`src/rtl/game_pkg.sv`:
```
// Shared definitions for the racing-game sequencer: state encoding, default
// tuning parameters and overlay colours.
package game_pkg;

    typedef enum logic [1:0] {
        ST_IDLE  = 2'd0,
        ST_PLAY  = 2'd1,
        ST_CRASH = 2'd2,
        ST_OVER  = 2'd3
    } game_state_e;

    localparam int DEF_HIT_THRESH   = 4;
    localparam int DEF_CRASH_FRAMES = 60;
    localparam int DEF_BLINK_FRAMES = 8;
    localparam int DEF_SCORE_W      = 16;
    localparam int DEF_HIT_W        = 8;

    localparam logic [11:0] BLACK = 12'h000;
    localparam logic [11:0] WHITE = 12'hFFF;

endpackage

```
`src/rtl/sat_counter.sv`:
```
// Saturating up-counter with synchronous clear (priority) and count enable.
module sat_counter #(
    parameter int W = 8
) (
    input  logic         clk,
    input  logic         reset,
    input  logic         clr,
    input  logic         en,
    output logic [W-1:0] cnt
);

    logic [W-1:0] cnt_q;
    logic [W-1:0] cnt_d;

    // NOTE: every always_comb output gets a default first, so no path leaves it unassigned and no latch is inferred.
    always_comb begin
        cnt_d = cnt_q;
        if (clr) begin
            cnt_d = '0;
        end else if (en && (cnt_q != '1)) begin
            cnt_d = cnt_q + W'(1);
        end
    end

    // NOTE: state is updated with non-blocking assignments so all flops see pre-edge values.
    always_ff @(posedge clk) begin
        if (reset) begin
            cnt_q <= '0;
        end else begin
            cnt_q <= cnt_d;
        end
    end

    assign cnt = cnt_q;

endmodule

```
`src/rtl/game_state_ctrl.sv`:
```
// Game sequencer: qualifies collisions once per frame, runs IDLE/PLAY/CRASH/OVER,
// drives overlay enable and mover freeze, and tracks score and high score.
module game_state_ctrl
    import game_pkg::*;
#(
    parameter int HIT_THRESH   = DEF_HIT_THRESH,
    parameter int CRASH_FRAMES = DEF_CRASH_FRAMES,
    parameter int BLINK_FRAMES = DEF_BLINK_FRAMES,
    parameter int SCORE_W      = DEF_SCORE_W,
    parameter int HIT_W        = DEF_HIT_W
) (
    input  logic               clk,
    input  logic               reset,
    input  logic               collosion_flag,
    input  logic               frame_tick,
    input  logic               start_btn,
    output logic [1:0]         game_state,
    output logic               game_over_en,
    output logic               freeze,
    output logic               crash_pulse,
    output logic [SCORE_W-1:0] score,
    output logic [SCORE_W-1:0] high_score
);

    localparam int FRAME_MAX = (CRASH_FRAMES > BLINK_FRAMES) ? CRASH_FRAMES : BLINK_FRAMES;
    localparam int FRAME_W   = $clog2(FRAME_MAX + 1);

    game_state_e        state_q, state_d;
    logic [FRAME_W-1:0] frame_cnt_q, frame_cnt_d;
    logic               blink_q, blink_d;
    logic               start_q, start_d;
    logic               game_over_en_q, game_over_en_d;
    logic               freeze_q, freeze_d;
    logic               crash_pulse_q, crash_pulse_d;
    logic [SCORE_W-1:0] high_score_q, high_score_d;

    logic [HIT_W-1:0]   hit_cnt;
    logic [SCORE_W-1:0] score_cnt;
    logic               start_rise;
    logic               crash_det;
    logic               hit_clr;
    logic               score_clr;
    logic               score_en;
    logic [FRAME_W-1:0] frame_next;

    // Event qualification feeding both counters and the FSM.
    always_comb begin
        start_d    = start_btn;
        start_rise = start_btn & ~start_q;
        crash_det  = (state_q == ST_PLAY) && frame_tick && (hit_cnt >= HIT_W'(HIT_THRESH));
        hit_clr    = (state_q != ST_PLAY) || frame_tick;
        score_clr  = start_rise && ((state_q == ST_IDLE) || (state_q == ST_OVER));
        score_en   = (state_q == ST_PLAY) && frame_tick && !crash_det;
        frame_next = frame_cnt_q + FRAME_W'(1);
    end

    sat_counter #(.W(HIT_W)) u_hit_cnt (
        .clk   (clk),
        .reset (reset),
        .clr   (hit_clr),
        .en    (collosion_flag),
        .cnt   (hit_cnt)
    );

    sat_counter #(.W(SCORE_W)) u_score_cnt (
        .clk   (clk),
        .reset (reset),
        .clr   (score_clr),
        .en    (score_en),
        .cnt   (score_cnt)
    );

    always_comb begin
        state_d       = state_q;
        frame_cnt_d   = frame_cnt_q;
        blink_d       = blink_q;
        high_score_d  = high_score_q;
        crash_pulse_d = 1'b0;

        unique case (state_q)
            ST_IDLE, ST_OVER: begin
                if (start_rise) begin
                    state_d = ST_PLAY;
                end
            end
            ST_PLAY: begin
                if (crash_det) begin
                    state_d       = ST_CRASH;
                    frame_cnt_d   = '0;
                    blink_d       = 1'b1;
                    crash_pulse_d = 1'b1;
                end
            end
            ST_CRASH: begin
                if (frame_tick) begin
                    frame_cnt_d = frame_next;
                    if ((frame_next % FRAME_W'(BLINK_FRAMES)) == '0) begin
                        blink_d = ~blink_q;
                    end
                    if (frame_next == FRAME_W'(CRASH_FRAMES)) begin
                        state_d      = ST_OVER;
                        high_score_d = (score_cnt > high_score_q) ? score_cnt : high_score_q;
                    end
                end
            end
            default: state_d = ST_IDLE;
        endcase

        // Outputs follow the next state so they line up with game_state.
        freeze_d       = (state_d != ST_PLAY);
        game_over_en_d = (state_d == ST_OVER) || ((state_d == ST_CRASH) && blink_d);
    end

    always_ff @(posedge clk) begin
        if (reset) begin
            state_q        <= ST_IDLE;
            frame_cnt_q    <= '0;
            blink_q        <= 1'b0;
            start_q        <= 1'b0;
            game_over_en_q <= 1'b0;
            freeze_q       <= 1'b1;
            crash_pulse_q  <= 1'b0;
            high_score_q   <= '0;
        end else begin
            state_q        <= state_d;
            frame_cnt_q    <= frame_cnt_d;
            blink_q        <= blink_d;
            start_q        <= start_d;
            game_over_en_q <= game_over_en_d;
            freeze_q       <= freeze_d;
            crash_pulse_q  <= crash_pulse_d;
            high_score_q   <= high_score_d;
        end
    end

    assign game_state   = state_q;
    assign game_over_en = game_over_en_q;
    assign freeze       = freeze_q;
    assign crash_pulse  = crash_pulse_q;
    assign score        = score_cnt;
    assign high_score   = high_score_q;

endmodule

```
`config.mk`:
```
export PLATFORM = sky130hd
export DESIGN_NAME = game_state_ctrl
export DESIGN_NICKNAME = d
export VERILOG_FILES = /design/src/rtl/game_pkg.sv /design/src/rtl/sat_counter.sv /design/src/rtl/game_state_ctrl.sv
export SDC_FILE = /design/constraint.sdc
export NUM_CORES = 1
export LEC_CHECK = 0
export ABC_AREA = 1
export BUFFER_PORTS_ARGS = -buffer_cell sky130_fd_sc_hd__buf_2
export CORE_MARGIN = 3
export CORE_UTILIZATION = 50
export CTS_CLUSTER_DIAMETER = 30
export DETAILED_ROUTE_END_ITERATION = 8
export GPL_TIMING_DRIVEN = 0
export PLACE_DENSITY = 0.67
export SETUP_SLACK_MARGIN = 0.5
export SLEW_MARGIN = 20
export SYNTH_ARGS = -nofsm -noshare
export SYNTH_HDL_FRONTEND = slang
export SYNTH_SLANG_ARGS = --single-unit
```
`constraint.sdc`:
```
create_clock -name clk -period 2.8 [get_ports clk]
set_input_delay 0.7 -clock clk [delete_from_list [all_inputs] [get_ports clk]]
set_output_delay 0.7 -clock clk [all_outputs]
set_load 0.005 [all_outputs]
```
==> results of run 1 <==
metal layers:
metal	up-vias	share of wire	GRT usage
li1	1587	-	-
met1	1364	0.46	0.257
met2	57	0.49	0.367
met3	8	0.039	0.0336
met4	0	0.012	0.0576
met5	-	0	0
power groups by stage:
stage	Clock [mW]	Combinational (mW)	Sequential (mW)
2_1_floorplan	0	0.0474	0.779
3_3_place_gp	0	0.0698	0.779
3_5_place_dp	0	0.0709	0.779
4_1_cts	0.513	0.0713	0.761
5_1_grt	0.543	0.0805	0.762
6_report	0.508	0.0713	0.761
cell usage in the layout (no fill, tap or decap), types with 5 or more instances in the layout:
master,synthesis,final
dfxtp_1,53,53
clkinv_1,5,5
nor3_1,8,8
nor2_1,43,43
buf_2,2,43
inv_2,6,6
ha_1,23,23
inv_1,59,59
nand3_1,38,38
xor2_1,12,12
nand2_2,5,5
a21oi_1,50,50
clkbuf_8,2,7
nand4_1,11,11
nand2_1,108,108
o21ai_0,10,10
worst register-to-register path, cell delays in order (launching register included):
cell and delay (ns):
dfxtp_1 0.39, ha_1 0.31, nand2_1 0.06, nor2_1 0.19
nand4_1 0.23, clkinv_1 0.09, nand2_1 0.06, nand2_2 0.10
buf_2 0.24, nand3_1 0.11, nand2_1 0.08, nor2_1 0.05
final cells by class:
type,instances,area [sq um],area share
tap,75,93.8,0.0260
sequential,53,1060,0.294
inverter,70,263,0.0728
timing repair buffer,41,205,0.0568
clock inverter,2,35.0,0.00971
clock buffer,5,68.8,0.0191
buffer,12,101,0.0281
multi-input combinational,330,1780,0.494
registers in the layout, summed over array words and instances, names as in the netlist:
name	cells
blink_q	1
crash_pulse	1
frame_cnt_q	6
freeze	1
game_over_en	1
game_state	2
high_score	16
start_q	1
u_hit_cnt.cnt	8
u_score_cnt.cnt	16
metrics by stage:
stage | hold slack, ns | instance area [sq um]
2_1_floorplan | 0.461 | 3210
3_5_place_dp | 0.490 | 3510
5_1_grt | 0.534 | 3610
4_1_cts | 0.506 | 3610
6_report | 0.500 | 3610
3_3_place_gp | 0.475 | 3510
cell families after synthesis:
family                     after synthesis  share of synthesized area
AOI/OAI and AO/OA                       69                      0.113
xor gates and xnor gates                14                     0.0406
adders and majority gates               23                     0.0897
buffers and inverters                   82                      0.114
DFF                                     53                      0.331
and+or+nand+nor                        224                      0.312
path summary, 6_finish.rpt:
check                                  endpoint  slack, ns  cells after the start                              from
setup / recovery     high_score[2]$_SDFFE_PP0P_       0.78                     11  u_score_cnt.cnt[14]$_SDFFE_PP0P_
hold / removal    u_hit_cnt.cnt[3]$_SDFFE_PP0P_       0.50                      2     u_hit_cnt.cnt[3]$_SDFFE_PP0P_
setup reg to reg     high_score[2]$_SDFFE_PP0P_       0.78                     11  u_score_cnt.cnt[14]$_SDFFE_PP0P_
hold reg to reg   u_hit_cnt.cnt[3]$_SDFFE_PP0P_       0.50                      2     u_hit_cnt.cnt[3]$_SDFFE_PP0P_
==> results.yml, run 1 <==
status:
  status: "complete, no violations"
final_layout:
  utilization: 0.596
  fillers: 599
  finalNetCount: 541
  syn_to_final_growth_pct: 12.6
  layout-drive-gt1-share: 0.154
  diodes: 0
  finalNonFillerCells: 588
worst_setup_path:
  required_ns: 3.01
  critPathCaptureType: "flop"
  critical_path_arrival_ns: 2.22
  path_cells: "ha_1 > nand2_1 > nor2_1 > nand4_1 > clkinv_1 > nand2_1 > nand2_2 > buf_2 > nand3_1 > nand2_1 > nor2_1"
  path_buf_inv: 2
  critical_path.max_stage_delay_ns: 0.39
  slowest_stage: "dfxtp_1"
  cp-start-kind: "flop"
  critPathMaxFanout: 10
  cp_top_family: "simple AND/OR/NAND/NOR gates"
  cpMostUsedCell: "nand2_1"
  path_class: "reg -> reg"
drt:
  dr.pass1.iters: 4
  drtIter0Drc: 100
  vias: 3016
  vias_per_cell: 5.13
  drc: 0
  drt.antenna.violating_nets: 0
  wl_mm: 7.29
  avgRoutedWirePerCell_microns: 12.4
power:
  switching_share: 0.224
  p_total_mw: 1.34
  powerDensity_nw_per_um2: 371
  p_sw_mw: 0.301
  vdd_drop_max_mv: 0.257
  p_comb_frac: 0.053
  pwr-share-seq: 0.568
  p_int_mw: 1.04
  power_frac_clock: 0.379
  power_leakage_nw: 1.54
worst_hold_path:
  hp-class: "reg -> reg"
place:
  gp_congestion: 0.945
  dpl_worst_slack_ns: 0.777
  place_hpwl_mm: 5.62
  io_buffers: 41
  dp_cells: 581
sta:
  worstMarginPinSlew_ns: 0.831
  fin_crit_sh: 0.720
  max_freq_mhz: 496
  rsz0062_at_grt: "false"
  slew_violations: 0
  min_period_ns: 2.02
  slew_headroom: 0.442
  finalHoldViolCount: 0
  finClkSkew_ns: 0.00846
  setup_ws_ns: 0.784
  tns_ns: 0
  setup-violations-final: 0
clock_network:
  clk_latency_ns: 0.31
  htreeDepth: 2
  cts_sinks: 53
  cts_buffer_depth: 2
  post_cts_buffers: 0
  cts_resized: 0
  cts-root-buf: "clkbuf_8"
  clk_pin_slew_worst_paths_ns: 0.09
  cts_tree: "built"
  cts_hold_buf: 0
  numCtsBuffers: 5
yosys:
  synth_cell_types: 36
  syn_nets: 493
  ys_seq_elements: 53
  async_flop_share: 0
  synth_largest_area_cell: "dfxtp_1"
  synthTopCellsByCount: "nand2_1 (108), inv_1 (59), dfxtp_1 (53), a21oi_1 (50), nor2_1 (43)"
  syn-cell-area_sq_um: 3210
  synth-seq-area-share: 0.331
  synth_top_cell_area_share: 0.331
  synth_edf_count: 0
  avgSynthCellArea_sq_um: 6.90
  synth_flop_cell: "dfxtp_1"
  synthTopCellsByArea: "dfxtp_1 (33%), nand2_1 (13%), ha_1 (9.0%)"
  yosysMostFrequentCell: "nand2_1"
  yosysWarnings: 0
  netlist_instances: 465
die:
  start_util: 0.529
  rows: 28
  die_w_microns: 86.1
  die_y_microns: 86.1
  die_area_sq_um: 7410
  boundaryPins: 42
  core_sq_um: 6060
global_routing:
  grt_pass1_vias: 2818
  grt_pass1_wl_mm: 12.5
  antenna_found_initial: 0
  grt_util_all_layers: 0.207
  grt_start_max_net_pins: 16
  grt_overflow_total: 0
flow_run:
  drv_cap: 0
No activity file was read; power rests on OpenSTA's default activity.
==> run 2: changes to the inputs <==
--- a/config.mk
+++ b/config.mk
@@ -12,7 +12,7 @@
 export CTS_CLUSTER_DIAMETER = 30
 export DETAILED_ROUTE_END_ITERATION = 8
 export GPL_TIMING_DRIVEN = 0
-export PLACE_DENSITY = 0.67
+export PLACE_DENSITY = 0.69
 export SETUP_SLACK_MARGIN = 0.5
 export SLEW_MARGIN = 20
 export SYNTH_ARGS = -nofsm -noshare
==> constraint.sdc (replaced) <==
create_clock -name clk -period 1.85 [get_ports clk]
set_input_delay 0.4625 -clock clk [delete_from_list [all_inputs] [get_ports clk]]
set_output_delay 0.4625 -clock clk [all_outputs]
set_load 0.005 [all_outputs]
==> run 2 against run 1 <==
Flip-flop and latch count unchanged. Critical path type unchanged. Global-route usage up 4.8 points. Worst hold slack worse by 0.13 ns.
==> results.yml, run 2 (synthesis gave the netlist of run 1 again) <==
global_routing:
  grt_pass1_wl_mm: 15.3
  grt_util_all_layers: 0.255
  grt_overflow_total: 0
  antenna_found_initial: 0
  grt_start_max_net_pins: 16
  grt_pass1_vias: 3256
sta:
  finalHoldViolCount: 0
  whs_ns: 0.374
  max_freq_mhz: 555
  min_period_ns: 1.80
  finClkSkew_ns: 0.00643
  slew_headroom: 0.663
  fin_crit_sh: 0.974
  slew_violations: 0
  rsz0062_at_grt: "true"
  worstMarginPinSlew_ns: 0.505
  setup-violations-final: 0
clock_network:
  cts_buffer_depth: 2
  htreeDepth: 2
  cts_sinks: 53
  numCtsBuffers: 5
  cts-root-buf: "clkbuf_8"
  cts_tree: "built"
  clk_latency_ns: 0.31
  clk_pin_slew_worst_paths_ns: 0.10
  cts_hold_buf: 0
drt:
  vias: 3550
  avgRoutedWirePerCell_microns: 15.2
  vias_per_cell: 5.46
  drc: 0
  drt.antenna.violating_nets: 0
  dr.pass1.iters: 7
  drtIter0Drc: 246
  wl_mm: 9.88
die:
  die_w_microns: 86.1
  die_y_microns: 86.1
  boundaryPins: 42
  start_util: 0.529
  rows: 28
  die_area_sq_um: 7410
  core_sq_um: 6060
worst_setup_path:
  slowest_stage: "dfxtp_2"
  path_cells: "inv_2 > ha_4 > a21oi_2 > o21ai_1 > a21oi_2 > nand2_4 > clkbuf_8 > a21oi_2 > nor2_1"
  critPathCaptureType: "flop"
  critical_path.max_stage_delay_ns: 0.35
  critPathLaunch: "high_score[15]$_SDFFE_PP0P_"
  cp_top_family: "compound AO/OA/AOI/OAI gates"
  cp-start-kind: "flop"
  path_class: "reg -> reg"
  cpMostUsedCell: "a21oi_2"
  critical_path_arrival_ns: 2.01
  critPathMaxFanout: 8
  required_ns: 2.06
  rr_startpoint: "high_score[15]$_SDFFE_PP0P_"
  path_buf_inv: 2
final_layout:
  utilization: 0.810
  mostFrequentLayoutCells: "nand2_1 (84), inv_1 (51), buf_6 (38)"
  finalNetCount: 602
  fillers: 399
  syn_to_final_growth_pct: 53.0
  final_common_cell: "nand2_1"
  layout-drive-gt1-share: 0.504
  diodes: 0
power:
  power_frac_clock: 0.355
  p_int_mw: 1.53
  p_comb_frac: 0.089
  switching_share: 0.246
  powerDensity_nw_per_um2: 415
  power_leakage_nw: 2.07
  pwr-share-seq: 0.556
  p_sw_mw: 0.501
  vdd_drop_max_mv: 0.362
status:
  status: "complete, no violations"
place:
  gp_congestion: 0.922
  io_buffers: 41
  place_hpwl_mm: 5.82
flow_run:
  drv_cap: 0
worst_hold_path:
  hp-class: "in -> reg"
  hp-start: "start_btn"
[run 2: cell count changes in the layout (fill, tap and decap cells not counted), sizes merged]
cell / before / now
bufinv: 1 / 0
buf: 49 / 109
inv: 65 / 66
clkbuf: 9 / 12
clkinv: 6 / 5
[run 2: final cells by class]
class / count / area (sq um) / share of cell area
Timing Repair Buffer: 102 / 806 / 0.164
Buffer: 12 / 130 / 0.0265
Multi-Input combinational cell: 330 / 2350 / 0.479
Sequential cell: 53 / 1150 / 0.234
Tap cell: 75 / 93.8 / 0.0191
Inverter: 70 / 275 / 0.0561
Clock buffer: 7 / 96.3 / 0.0196
Clock inverter: 1 / 5.00 / 0.00102
[run 2: worst register-to-register path, delay by kind of cell, from the launching register on]
kind                     cells  cell delay (ns)
AO/OA/AOI/OAI                4             0.66
flip-flops                   1             0.35
adder cells (fa/ha/maj)      1             0.25
buffers and inverters        2             0.24
AND/OR/NAND/NOR              2             0.20
[run 2: path summary, 6_finish.rpt]
path / to / slack [ns] / cells past startpoint
worst max-delay path: high_score[7]$_SDFFE_PP0P_ / 0.05 / 9
worst min-delay path: start_q$_SDFF_PP0_ / 0.37 / 3
worst max register to register: high_score[7]$_SDFFE_PP0P_ / 0.05 / 9
worst min register to register: blink_q$_SDFF_PP0_ / 0.49 / 2
[run 2: power by group through the flow]
| stage | Sequential [mW] | Clock [mW] | Combinational (mW) |
|---|---|---|---|
| 4_1_cts | 1.14 | 0.738 | 0.149 |
| 5_1_grt | 1.13 | 0.784 | 0.197 |
| 6_report | 1.13 | 0.723 | 0.180 |
| 2_1_floorplan | 1.18 | 0 | 0.0788 |
| 3_5_place_dp | 1.18 | 0 | 0.114 |
| 3_3_place_gp | 1.18 | 0 | 0.113 |
[run 2: layer usage]
layer  up-vias  share of wire  global-route usage
met5         -              0                   0
met2       112           0.53               0.463
met1      1711           0.40               0.318
met4         0          0.018              0.0691
li1       1708              -                   -
met3        19          0.049              0.0250
[run 2: through the flow]
stage	power, mW	setup slack (ns)	area (sq um)	setup TNS (ns)	instances
6_report	2.03	0.0480	4910	0	650
5_1_grt	2.11	-0.0178	4910	-0.0822	650
4_1_cts	2.02	0.147	4380	0	630
3_5_place_dp	1.29	-0.00755	3630	-0.00755	581
3_3_place_gp	1.29	0.0377	3630	0	581
2_1_floorplan	1.25	0.281	3330	0	465
[run 2: what timing repair did]
| action | 4_1_cts | 5_1_grt |
|---|---|---|
| cloned | 5 | 2 |
| pin swaps | 32 | 19 |
| resized for setup | 94 | 110 |
| endpoints found under the setup margin | 58 | 69 |
| buffers inserted | 36 | 18 |
